File: config.mk
export PLATFORM = sky130hd
export DESIGN_NAME = fifo_wr_arbiter_flat
export DESIGN_NICKNAME = d
export VERILOG_FILES = /design/src/rtl/sync_fifo_pkg.sv /design/src/rtl/fifo_wr_arbiter_if.sv /design/src/rtl/rr_arbiter.sv /design/src/rtl/fifo_wr_arbiter.sv /design/src/flat_wrapper.sv
export SDC_FILE = /design/constraint.sdc
export NUM_CORES = 1
export LEC_CHECK = 0
export ABC_AREA = 1
export BUFFER_PORTS_ARGS = -buffer_cell sky130_fd_sc_hd__buf_2
export CAP_MARGIN = 20
export CORE_AREA = 2 2 71 73
export CTS_CLUSTER_DIAMETER = 50
export DETAILED_ROUTE_END_ITERATION = 7
export DIE_AREA = 0 0 73 75
export GPL_TIMING_DRIVEN = 1
export HOLD_SLACK_MARGIN = 0.02
export SETUP_SLACK_MARGIN = 0.3
export SLEW_MARGIN = 10
export SYNTH_ARGS = -nofsm -noshare
export SYNTH_HDL_FRONTEND = slang
export SYNTH_SLANG_ARGS = --single-unit
File: constraint.sdc
create_clock -name clk -period 8.95 [get_ports clk]
set_input_delay 0.4475 -clock clk [delete_from_list [all_inputs] [get_ports clk]]
set_output_delay 0.4475 -clock clk [all_outputs]
set_load 0.02 [all_outputs]
File: src/rtl/sync_fifo_pkg.sv
// Shared width/depth defaults for sync_fifo and the write arbiter in front of it,
// plus a small sizing helper used for index widths.
package sync_fifo_pkg;

  localparam int DEF_DATA_WIDTH = 8;
  localparam int DEF_FIFO_DEPTH = 8;
  localparam int DEF_ADDR_WIDTH = 3;
  localparam int DEF_NUM_REQ    = 4;

  // Index width for n items, never narrower than one bit.
  function automatic int clog2_min1(input int n);
    return (n <= 2) ? 1 : $clog2(n);
  endfunction

endpackage

File: src/rtl/fifo_wr_arbiter_if.sv
// Producer/consumer-facing bundle of the FIFO write arbiter: request side,
// FIFO write port and the status outputs.
interface fifo_wr_arbiter_if
  import sync_fifo_pkg::*;
#(
  parameter int NUM_REQ    = DEF_NUM_REQ,
  parameter int DATA_WIDTH = DEF_DATA_WIDTH,
  parameter int ADDR_WIDTH = DEF_ADDR_WIDTH,
  localparam int SRC_WIDTH = clog2_min1(NUM_REQ)
);

  logic [NUM_REQ-1:0]            req_valid;
  logic [NUM_REQ*DATA_WIDTH-1:0] req_data;
  logic [NUM_REQ-1:0]            req_ready;
  logic                          fifo_rd_en;
  logic                          fifo_wr_en;
  logic [DATA_WIDTH-1:0]         fifo_wr_data;
  logic [SRC_WIDTH-1:0]          fifo_wr_src;
  logic [ADDR_WIDTH:0]           level;
  logic                          full;
  logic                          empty;
  logic                          underflow_err;

  // Producers and the consumer read strobe.
  modport master (
    output req_valid, req_data, fifo_rd_en,
    input  req_ready, fifo_wr_en, fifo_wr_data, fifo_wr_src,
           level, full, empty, underflow_err
  );

  // The arbiter itself.
  modport slave (
    input  req_valid, req_data, fifo_rd_en,
    output req_ready, fifo_wr_en, fifo_wr_data, fifo_wr_src,
           level, full, empty, underflow_err
  );

endinterface

File: src/rtl/rr_arbiter.sv
// Generic combinational round-robin arbiter: first request after last_grant,
// wrapping modulo N. The pointer register is owned by the caller.
module rr_arbiter
  import sync_fifo_pkg::*;
#(
  parameter int N = 4,
  localparam int IDX_W = clog2_min1(N)
) (
  input  logic [N-1:0]     req,
  input  logic [IDX_W-1:0] last_grant,
  input  logic             en,
  output logic [N-1:0]     gnt,
  output logic [IDX_W-1:0] idx,
  output logic             any
);

  // One extra bit so last_grant + N never wraps before the modulo correction.
  logic [IDX_W:0]   sum;
  logic [IDX_W-1:0] cand;

  always_comb begin
    gnt  = '0;
    idx  = '0;
    any  = 1'b0;
    sum  = '0;
    cand = '0;
    if (en) begin
      for (int k = 1; k <= N; k++) begin
        sum = {1'b0, last_grant} + (IDX_W+1)'(k);
        if (sum >= (IDX_W+1)'(N)) begin
          sum = sum - (IDX_W+1)'(N);
        end
        cand = sum[IDX_W-1:0];
        if (!any && req[cand]) begin
          any       = 1'b1;
          gnt[cand] = 1'b1;
          idx       = cand;
        end
      end
    end
  end

endmodule

File: src/rtl/fifo_wr_arbiter.sv
// Round-robin write arbiter sharing one sync_fifo write port between NUM_REQ
// producers; tracks occupancy itself so the FIFO can never be overrun.
module fifo_wr_arbiter
  import sync_fifo_pkg::*;
#(
  parameter int NUM_REQ    = DEF_NUM_REQ,
  parameter int DATA_WIDTH = DEF_DATA_WIDTH,
  parameter int FIFO_DEPTH = DEF_FIFO_DEPTH,
  parameter int ADDR_WIDTH = DEF_ADDR_WIDTH,
  localparam int SRC_WIDTH = clog2_min1(NUM_REQ)
) (
  input  logic           clk,
  input  logic           rst,
  fifo_wr_arbiter_if.slave bus
);

  localparam int LEVEL_W = ADDR_WIDTH + 1;

  logic [LEVEL_W-1:0]    level_reg;
  logic [LEVEL_W-1:0]    level_next;
  logic                  wr_en_reg;
  logic [DATA_WIDTH-1:0] wr_data_reg;
  logic [SRC_WIDTH-1:0]  wr_src_reg;
  logic [SRC_WIDTH-1:0]  last_grant_reg;
  logic                  underflow_reg;

  logic [DATA_WIDTH-1:0] req_word [NUM_REQ];
  logic [NUM_REQ-1:0]    gnt;
  logic [SRC_WIDTH-1:0]  win_idx;
  logic                  win_any;
  logic                  space;
  logic                  acc;
  logic [LEVEL_W-1:0]    stored;
  logic                  rd_ok;

  generate
    for (genvar gi = 0; gi < NUM_REQ; gi++) begin : g_unpack
      assign req_word[gi] = bus.req_data[gi*DATA_WIDTH +: DATA_WIDTH];
    end
  endgenerate

  // Space decision uses the registered level only, so a same-cycle read never
  // opens a slot early.
  assign space = (level_reg < LEVEL_W'(FIFO_DEPTH));

  rr_arbiter #(
    .N (NUM_REQ)
  ) u_rr_arbiter (
    .req        (bus.req_valid),
    .last_grant (last_grant_reg),
    .en         (space),
    .gnt        (gnt),
    .idx        (win_idx),
    .any        (win_any)
  );

  assign bus.req_ready = gnt;
  assign acc           = |(bus.req_valid & gnt);

  // The word sitting in the output register is counted in level but is not yet
  // readable from the FIFO.
  assign stored = level_reg - LEVEL_W'(wr_en_reg);
  assign rd_ok  = bus.fifo_rd_en && (stored != '0);

  assign level_next = level_reg + LEVEL_W'(acc) - LEVEL_W'(rd_ok);

  always_ff @(posedge clk) begin
    if (rst) begin
      level_reg      <= '0;
      wr_en_reg      <= 1'b0;
      wr_data_reg    <= '0;
      wr_src_reg     <= '0;
      last_grant_reg <= SRC_WIDTH'(NUM_REQ - 1);
      underflow_reg  <= 1'b0;
    end else begin
      level_reg <= level_next;
      wr_en_reg <= acc;
      if (acc) begin
        wr_data_reg    <= req_word[win_idx];
        wr_src_reg     <= win_idx;
        last_grant_reg <= win_idx;
      end
      if (bus.fifo_rd_en && (stored == '0)) begin
        underflow_reg <= 1'b1;
      end
    end
  end

  assign bus.fifo_wr_en    = wr_en_reg;
  assign bus.fifo_wr_data  = wr_data_reg;
  assign bus.fifo_wr_src   = wr_src_reg;
  assign bus.level         = level_reg;
  assign bus.full          = (level_reg == LEVEL_W'(FIFO_DEPTH));
  assign bus.empty         = (stored == '0);
  assign bus.underflow_err = underflow_reg;

endmodule

File: src/flat_wrapper.sv
// flat-port wrapper written by rule: the top's interface ports become plain ports
module fifo_wr_arbiter_flat import sync_fifo_pkg::*;
#(
  parameter int NUM_REQ    = DEF_NUM_REQ,
  parameter int DATA_WIDTH = DEF_DATA_WIDTH,
  parameter int FIFO_DEPTH = DEF_FIFO_DEPTH,
  parameter int ADDR_WIDTH = DEF_ADDR_WIDTH,
  localparam int SRC_WIDTH = clog2_min1(NUM_REQ)
)
  (clk, rst, bus_req_valid, bus_req_data, bus_fifo_rd_en, bus_req_ready, bus_fifo_wr_en, bus_fifo_wr_data, bus_fifo_wr_src, bus_level, bus_full, bus_empty, bus_underflow_err);
  fifo_wr_arbiter_if #(.NUM_REQ(NUM_REQ), .DATA_WIDTH(DATA_WIDTH), .ADDR_WIDTH(ADDR_WIDTH)) bus_i ();
  input  logic clk;
  input  logic rst;
  input wire logic [$bits(bus_i.req_valid)-1:0] bus_req_valid;
  input wire logic [$bits(bus_i.req_data)-1:0] bus_req_data;
  input wire logic [$bits(bus_i.fifo_rd_en)-1:0] bus_fifo_rd_en;
  output wire logic [$bits(bus_i.req_ready)-1:0] bus_req_ready;
  output wire logic [$bits(bus_i.fifo_wr_en)-1:0] bus_fifo_wr_en;
  output wire logic [$bits(bus_i.fifo_wr_data)-1:0] bus_fifo_wr_data;
  output wire logic [$bits(bus_i.fifo_wr_src)-1:0] bus_fifo_wr_src;
  output wire logic [$bits(bus_i.level)-1:0] bus_level;
  output wire logic [$bits(bus_i.full)-1:0] bus_full;
  output wire logic [$bits(bus_i.empty)-1:0] bus_empty;
  output wire logic [$bits(bus_i.underflow_err)-1:0] bus_underflow_err;
  assign bus_i.req_valid = bus_req_valid;
  assign bus_i.req_data = bus_req_data;
  assign bus_i.fifo_rd_en = bus_fifo_rd_en;
  assign bus_req_ready = bus_i.req_ready;
  assign bus_fifo_wr_en = bus_i.fifo_wr_en;
  assign bus_fifo_wr_data = bus_i.fifo_wr_data;
  assign bus_fifo_wr_src = bus_i.fifo_wr_src;
  assign bus_level = bus_i.level;
  assign bus_full = bus_i.full;
  assign bus_empty = bus_i.empty;
  assign bus_underflow_err = bus_i.underflow_err;
  fifo_wr_arbiter #(.NUM_REQ(NUM_REQ), .DATA_WIDTH(DATA_WIDTH), .FIFO_DEPTH(FIFO_DEPTH), .ADDR_WIDTH(ADDR_WIDTH)) u_core (.clk(clk), .rst(rst), .bus(bus_i));
endmodule
* Word level (Yosys, flattened, before mapping)
Index checks and enable logic that the tools add are counted.
Storage, ports and cells: logic and storage cells 98, input bits 39, flip-flop bits (word level) 18
Operators by class: add/sub/neg operators 11, order comparisons 14, muxes and demuxes 46, equal/unequal tests 1, bitwise operators 5, reductions and logical operators 15
Operators with widths (number):
- 4-bit 2-to-1 mux | 8
- 2-bit 2-to-1 mux | 13
- 8-bit binary-select mux with 2-bit select | 1
- 8-bit 2-to-1 mux | 2
- 3-bit greater-or-equal comparator (second input constant) | 5
- 1-bit 2-to-1 mux | 14
- 2-bit by 3-bit < comparator with 1-bit output (second input constant) | 4
- 4-bit bitwise OR | 3
- 1-bit logical AND | 9
- 1-bit binary-select mux with 2-bit select | 4
- 1-bit demux with 2-bit select | 4
- 2-bit by 1-bit greater-or-equal comparator with 1-bit output (second input constant) | 4
- 2-bit by 1-bit subtractor with 2-bit output (second input constant) | 4
- 4-bit by 1-bit subtractor with 4-bit output | 2
- 2-bit by 2-bit adder with 3-bit output (second input constant) | 2
- 4-bit by 1-bit adder with 4-bit output | 1
- 4-bit AND | 1
- 4-bit equality test (second input constant) | 1
- 4-bit zero test | 1
- 4-bit < comparator (second input constant) | 1
- 4-bit nonzero test | 1
- 4-bit OR reduction | 1
- 2-bit by 1-bit adder with 3-bit output (second input constant) | 1
- 2-bit by 3-bit adder with 3-bit output (second input constant) | 1
- other kinds (2) | 4

* Logic depth before layout (Yosys ltp)
Gate-level depths: netlist of the first run.
word-level depth 24, gate-level depth with buffers 19, depth with buffers taken out 18

* Hierarchy
From an unflattened synthesis of the first run, not the netlist that was laid out.
Unflattened totals: cell total of the unflattened synthesis 267, area, all modules 1651.6 µm²
Modules (own cells, without submodules):
- fifo_wr_arbiter | cells an instance 175, times used 1, area an instance 1113.6 µm², seq. area each 360.3 µm²
- rr_arbiter | cells an instance 92, times used 1, area an instance 538.0 µm², seq. area each 0.0 µm²

* Least setup slack after synthesis of the first run
No wires, ideal clock.
kind reg2reg, start point register u_core.last_grant_reg[0], end point register u_core.level_reg[2] (netlist: u_core.bus.level[2]), library setup time 127 ps, clock period less this slack 2835 ps, slack 6115 ps, buffers on the path 1, required time 8823 ps, arrival 2708 ps, stages on the path, launching flop included 19, cells stage by stage dfxtp_1 -> inv_2 -> ha_1 -> inv_1 -> nand3_2 -> nand2_4 -> nor2_4 -> buf_6 -> nand4_1 -> nand3_1 -> nand3_1 -> nand2_2 -> inv_1 -> nand2_1 -> ha_1 -> inv_1 -> fa_1 -> xnor2_1 -> nor2_1
On the way: longest elaborated chain between the ends 24
RTL lines:
- start: declaration | line fifo_wr_arbiter.sv:24 | logic [SRC_WIDTH-1:0] last_grant_reg;
- start signal: assignment | line fifo_wr_arbiter.sv:73 | last_grant_reg <= SRC_WIDTH'(NUM_REQ - 1);
- start signal: assignment | line fifo_wr_arbiter.sv:81 | last_grant_reg <= win_idx;
- parallel branches: the longest is 18 deep, another holds 2-bit by 1-bit adder with 3-bit output
- 4-bit 2-to-1 mux (*) | line rr_arbiter.sv:34 | if (!any && req[cand]) begin
- 4-bit 2-to-1 mux (*) | line rr_arbiter.sv:27 | if (en) begin
- 4-bit AND (*) | line fifo_wr_arbiter.sv:58 | assign acc = |(bus.req_valid & gnt);
- 4-bit OR reduction (*) | line fifo_wr_arbiter.sv:58
- via u_core.acc | line fifo_wr_arbiter.sv:32 | logic acc;
- 4-bit by 1-bit adder with 4-bit output (*) | line fifo_wr_arbiter.sv:65 | assign level_next = level_reg + LEVEL_W'(acc) - LEVEL_W'(rd_ok);
- 4-bit by 1-bit subtractor with 4-bit output (*) | line fifo_wr_arbiter.sv:65
- end signal: assignment | line fifo_wr_arbiter.sv:76 | level_reg <= level_next;
- end: declaration | line fifo_wr_arbiter.sv:19 | logic [LEVEL_W-1:0] level_reg;
Mark *: on every way through the listed nets, which the timed path passes. The select of a mux whose other input is x is not followed. A chain may end at the register's enable or synchronous reset.

* Worst setup path in the final report of the first run
Ends and elaborated chain as after synthesis.

==> results of run 1 <==
-- metrics by stage --
step,std cells,area (um^2),utilization [%]
after floorplan,292,1817,-
after global placement,396,2118,45.45
after detailed placement,396,2118,45.45
after CTS,400,2173,46.63
after global routing,400,2173,46.63
final,400,2173,46.63
-- power groups by stage --
stage	Sequential [mW]	Combinational [mW]	Clock [mW]
after floorplan	0.165	0.552	0
after global placement	0.137	0.717	0
after detailed placement	0.138	0.717	0
after CTS	0.137	0.721	0.0683
after global routing	0.141	0.812	0.0729
final	0.136	0.711	0.0671
-- metal layers --
| layer | share of wire (%) | vias to the layer above | routed length, um |
|---|---|---|---|
| li1 | - | 1030 | - |
| met1 | 45 | 845 | 2096 |
| met2 | 46 | 82 | 2146 |
| met3 | 6.7 | 9 | 309 |
| met4 | 1.6 | 0 | 74 |
| met5 | 0 | - | 0 |
-- worst register-to-register path, stage by stage, from the launching register on --
cell and delay (ns):
dfxtp_1 0.54, inv_2 0.19, ha_1 0.37, inv_1 0.09, nand3_2 0.13, nand2_4 0.09, nor2_4 0.26, nand4_1 0.14
nand3_1 0.14, nand3_1 0.09, nand2_2 0.12, inv_1 0.04, nand2_1 0.09, ha_1 0.17, inv_1 0.05, fa_1 0.37
xnor2_1 0.16, nor2_1 0.05
-- worst max-delay path by stage --
stage / from / to / slack, ns / cells after the start
2_1_floorplan: u_core.last_grant_reg[0]$_SDFFE_PP1N_ / u_core.bus.level[2]$_SDFF_PP0_ / 6.12 / 18
3_3_place_gp: u_core.last_grant_reg[0]$_SDFFE_PP1N_ / u_core.bus.level[2]$_SDFF_PP0_ / 5.88 / 17
3_5_place_dp: u_core.last_grant_reg[0]$_SDFFE_PP1N_ / u_core.bus.level[2]$_SDFF_PP0_ / 5.79 / 17
4_1_cts: u_core.last_grant_reg[1]$_SDFFE_PP1N_ / u_core.bus.level[2]$_SDFF_PP0_ / 5.78 / 17
5_1_grt: u_core.last_grant_reg[1]$_SDFFE_PP1N_ / u_core.bus.level[2]$_SDFF_PP0_ / 5.39 / 17
6_report: u_core.last_grant_reg[0]$_SDFFE_PP1N_ / u_core.bus.level[2]$_SDFF_PP0_ / 5.77 / 17
-- cells by family (layout without fill, tap and decap cells) --
logic type	count (synthesis)	after routing	share of synthesized area, %
and+or+nand+nor	188	188	48.14
adders and majority gates	17	17	12.12
DFF	18	18	19.83
AOI/OAI and AO/OA	21	21	8.128
xor gates and xnor gates	1	1	0.4822
buffers and inverters	47	101	11.29
-- layout make-up --
class                      instances  area [um^2]
inverter                          37        138.9
tap                               54        67.56
fill                             498         2487
timing repair buffer              60        300.3
sequential                        18        360.3
clock buffer                       4        55.05
multi-input combinational        227         1251
-- cells in the mapped netlist --
master | n | share of area [%]
a21oi_4 | 1 | 0.90
nand3_1 | 16 | 4.4
nand4_1 | 21 | 7.2
nand2_2 | 10 | 3.4
nand3_4 | 1 | 0.96
a21oi_2 | 3 | 1.4
buf_2 | 2 | 0.55
dfxtp_1 | 18 | 20
nor2_1 | 24 | 5.0
nor2_2 | 1 | 0.34
inv_2 | 3 | 0.62
nand2_4 | 2 | 1.2
o21ai_0 | 2 | 0.55
nand2_1 | 107 | 22
clkbuf_1 | 3 | 0.62
buf_4 | 3 | 1.2
xnor2_1 | 1 | 0.48
buf_6 | 2 | 1.2
inv_1 | 33 | 6.8
clkinv_1 | 1 | 0.21
o21ai_2 | 2 | 0.96
nor2_4 | 2 | 1.2
o211ai_1 | 1 | 0.41
a21oi_1 | 8 | 2.2
ha_1 | 16 | 11
nand3_2 | 4 | 2.2
a21boi_0 | 4 | 1.7
fa_1 | 1 | 1.1
==> impl_metrics.yaml, run 1 <==
floorplan:
  io_pins: 61
  rows: 25
  start_util_pct: 38.98
  die_y_um: 75
  die_w_um: 73
  core_um2: 4661
  die-area_um2: 5475
setup_path:
  critPathArrivalTime_ns: 3.33
  slowest_stage: "dfxtp_1"
  path_cells: "inv_2 -> ha_1 -> inv_1 -> nand3_2 -> nand2_4 -> nor2_4 -> nand4_1 -> nand3_1 -> nand3_1 -> nand2_2 -> inv_1 -> nand2_1 -> ha_1 -> inv_1 -> fa_1 -> xnor2_1 -> nor2_1"
  setup.worst_path.class: "reg2reg"
  setup.worst_path.start_class: "flip-flop"
  path_common_cell: "inv_1"
  worstPathMaxFanout: 12
  end_kind: "flip-flop"
  regToRegEndpoint: "u_core.bus.level[2]$_SDFF_PP0_"
  r2r_start: "u_core.last_grant_reg[0]$_SDFFE_PP1N_"
  crit_buf_inv: 4
  reg2regPathDepth: 17
  required_ns: 9.10
  cp_slowest_stage_delay_ns: 0.54
  cpLargestDelayFamily: "simple AND/OR/NAND/NOR gates"
  r2r_slack_ns: 5.77
sta:
  fin_crit_ns: 3.184
  setup_ws_ns: 5.766
  fmax_mhz: 314.1
  setup_viol: 0
  slew_violations: 0
  whs_ns: 0.4510
  maxSlewHeadroom_pct: 51.11
  fin_tns_setup_ns: 0
  clock_skew_ns: 0.002744
  final_hold_viol_count: 0
  grt_setup_unrepaired: "no"
  fin_crit_sh_pct: 35.57
  worst_pin_slew_ns: 0.7289
grt:
  use_met2_pct: 30.23
  use_met3_pct: 3.882
  antenna_found_initial: 0
  top_usage_layer: "met2"
  use_met1_pct: 22.27
  overflow: 0
  grt_pass1_vias: 1758
  grt_use_total_pct: 17.50
  grt_max_degree: 27
  grt_pass1_wl_um: 7624
yosys:
  ys_ff_latch: 18
  yosysSeqAreaShare_pct: 19.83
  synthesis.area_um2: 1817
  avgSynthCellArea_um2: 6.222
  synthCells: 292
  synth_cell_type_count: 28
  syn_nets: 348
  yosysWarnings: 0
layout:
  mostFrequentLayoutCells: "nand2_1 (107), buf_2 (60), inv_1 (33), nor2_1 (24), nand4_1 (21)"
  drive_gt1_share_pct: 26.88
  layout_commonest_cell: "nand2_1"
  num_antenna_cells: 0
  area_growth_pct: 19.63
  fin_nets: 403
  largest_reg_flops: 8
hold_path:
  whs_endpoint: "u_core.bus.underflow_err$_SDFFE_PP0P_"
  hp-start: "u_core.bus.underflow_err$_SDFFE_PP0P_"
  hold_depth: 2
  min_path_type: "reg2reg"
clocking:
  cts_max_path_buffers: 2
  clkTransAtPathRegs_ns: 0.07
  ctsResizeCount: 0
  clkSinkCount: 18
  postCtsHoldBufs: 0
  cts_setup_buffers: 0
  root_buffer: "clkbuf_8"
  insertion_delay_ns: 0.25
  h-tree-depth: 1
  cts_made_buffers: 3
  cts_tree: "yes"
placement:
  dp_hpwl_um: 3624
  routabilityCongestion: 0.9549
  dp_slack_ns: 5.787
  port_buffers: 60
pwr:
  pwr-share-comb_pct: 77.8
  seq_power_share_pct: 14.9
  powerDensity_nw_per_um2: 420.7
  power_mw: 0.9143
  leakage_nw: 1.265
  ir_worst_vdd_mv: 0.1534
  p_clk_share_pct: 7.3
  p_sw_share_pct: 58.42
  internal_power_mw: 0.3802
  switchingPower_mw: 0.5341
detailed_routing:
  routed_via_density: 4.915
  drt.antenna.violating_nets: 0
  routed-via-count: 1966
  drc: 0
  routed_wl_um: 4627
  first_pass_iters: 4
  wl_per_cell_um: 11.57
  drt_iter0_drc: 110
job:
  drv_cap: 0
outcome:
  status: "complete, no violations"
No activity file was read; power rests on OpenSTA's default activity.
==> inputs of run 2 (changes only) <==
Clock period 8.95 ns to 3 ns, I/O delays scaled along.
==> impl_metrics.yaml, run 2 (synthesis gave the netlist of run 1 again) <==
sta:
  fin_tns_setup_ns: 0
  fmax_mhz: 395.3
  fin_crit_sh_pct: 84.33
  setup_viol: 0
  fin_crit_ns: 2.530
  clock_skew_ns: 0.001552
  worst_pin_slew_ns: 0.4645
  maxSlewHeadroom_pct: 68.96
  slew_violations: 0
  setup_ws_ns: 0.4702
  grt_setup_unrepaired: "no"
  final_hold_viol_count: 0
clocking:
  h-tree-depth: 1
  postCtsHoldBufs: 0
  cts_made_buffers: 3
  cts_max_path_buffers: 2
  insertion_delay_ns: 0.25
  clkSinkCount: 18
  clkTransAtPathRegs_ns: 0.07
  root_buffer: "clkbuf_8"
  cts_tree: "yes"
detailed_routing:
  routed_via_density: 4.947
  routed_wl_um: 4791
  routed-via-count: 2038
  drc: 0
  drt_iter0_drc: 134
  first_pass_iters: 4
  drt.antenna.violating_nets: 0
  wl_per_cell_um: 11.63
floorplan:
  io_pins: 61
  die_y_um: 75
  die_w_um: 73
  die-area_um2: 5475
  rows: 25
  core_um2: 4661
  start_util_pct: 38.98
hold_path:
  whs_endpoint: "u_core.bus.fifo_wr_src[1]$_SDFFE_PP0N_"
  hold_depth: 2
  min_path_type: "in2reg"
  hp-start: "rst"
job:
  drv_cap: 0
placement:
  place_inst: 399
  routabilityCongestion: 0.9530
  dp_hpwl_um: 3590
  port_buffers: 60
  dp_slack_ns: 0.1614
layout:
  layout_commonest_cell: "nand2_1"
  finish.utilization_pct: 50.42
  num_antenna_cells: 0
  fin_nets: 415
  fillers: 456
  drive_gt1_share_pct: 32.68
  fin_cells: 412
  mostFrequentLayoutCells: "nand2_1 (106), buf_2 (60), inv_1 (31), nor2_1 (24), nand4_1 (21)"
  largest_reg_flops: 8
  area_growth_pct: 29.34
setup_path:
  setup.worst_path.start_class: "flip-flop"
  r2r_slack_ns: 0.47
  path_common_cell: "nand3_2"
  path_cells: "inv_2 -> ha_4 -> nand3_2 -> nand2_8 -> nor2_4 -> a21boi_0 -> nand3_2 -> nand3_2 -> nand2_2 -> inv_1 -> nand2_2 -> ha_4 -> inv_1 -> fa_1 -> nor2_1"
  required_ns: 3.20
  reg2regPathDepth: 15
  regToRegEndpoint: "u_core.bus.level[1]$_SDFF_PP0_"
  setup.worst_path.class: "reg2reg"
  worstPathMaxFanout: 7
  r2r_start: "u_core.last_grant_reg[1]$_SDFFE_PP1N_"
  cp_slowest_stage_delay_ns: 0.41
  critPathArrivalTime_ns: 2.73
  end_kind: "flip-flop"
  slowest_stage: "fa_1"
pwr:
  ir_worst_vdd_mv: 0.5957
  power_mw: 2.974
  leakage_nw: 1.331
  powerDensity_nw_per_um2: 1266
grt:
  grt_max_degree: 24
  grt_use_total_pct: 17.43
  overflow: 0
  grt_pass1_wl_um: 7514
  grt_pass1_vias: 1734
  antenna_found_initial: 0
outcome:
  status: "complete, no violations"
[run 2: where the power goes]
| part | internal, mW | total (mW) | switching (mW) |
|---|---|---|---|
| clock network | 0.117 | 0.198 | 0.0812 |
| registers | 0.338 | 0.406 | 0.0671 |
| logic | 0.825 | 2.37 | 1.55 |
[run 2: final cells by class]
| type | instances | area (um^2) | share of cell area, % |
|---|---|---|---|
| Clock buffer | 4 | 55.05 | 2.343 |
| Inverter | 37 | 141.4 | 6.017 |
| Multi-Input combinational cell | 228 | 1335 | 56.82 |
| Sequential cell | 18 | 367.9 | 15.65 |
| Tap cell | 54 | 67.56 | 2.875 |
| Timing Repair Buffer | 71 | 382.9 | 16.29 |
[run 2: timing repair]
item	in CTS	in global routing
setup buffers	2	6
setup endpoints to repair	2	9
pin swaps	2	7
gates cloned	1	0
gates resized for setup	3	12
[run 2: how the worst max path moves through the flow]
stage                                          start                              to  slack, ns  cells after the start
2_1_floorplan  u_core.last_grant_reg[0]$_SDFFE_PP1N_  u_core.bus.level[2]$_SDFF_PP0_       0.32                     18
3_3_place_gp   u_core.last_grant_reg[1]$_SDFFE_PP1N_  u_core.bus.level[2]$_SDFF_PP0_       0.24                     17
3_5_place_dp   u_core.last_grant_reg[1]$_SDFFE_PP1N_  u_core.bus.level[2]$_SDFF_PP0_       0.16                     17
4_1_cts        u_core.last_grant_reg[0]$_SDFFE_PP1N_  u_core.bus.level[2]$_SDFF_PP0_       0.30                     17
5_1_grt        u_core.last_grant_reg[1]$_SDFFE_PP1N_  u_core.bus.level[2]$_SDFF_PP0_       0.27                     17
6_report       u_core.last_grant_reg[1]$_SDFFE_PP1N_  u_core.bus.level[1]$_SDFF_PP0_       0.47                     15
[run 2: worst max-delay path, delay by kind of cell (launching register included)]
family / cells / cell delay [ns]
AND/OR/NAND/NOR: 8 / 0.86
flip-flops: 1 / 0.38
adder cells (fa/ha/maj): 3 / 0.84
buffers and inverters: 3 / 0.19
AO/OA/AOI/OAI: 1 / 0.20
[run 2: per-stage QoR]
stage | hold WS (ns) | area [um^2]
3_5_place_dp | 0.4252 | 2150
6_report | 0.1495 | 2350
5_1_grt | 0.1521 | 2350
4_1_cts | 0.1502 | 2233
3_3_place_gp | 0.4224 | 2150
2_1_floorplan | 0.2940 | 1826
[run 2: layer usage]
metal  wire (um)  part of all wire [%]  global-route usage (%)
met5           0                     0                       0
met4          72                   1.5                   5.556
met3         396                   8.3                   4.284
met2        2169                    45                   28.33
met1        2153                    45                   22.81
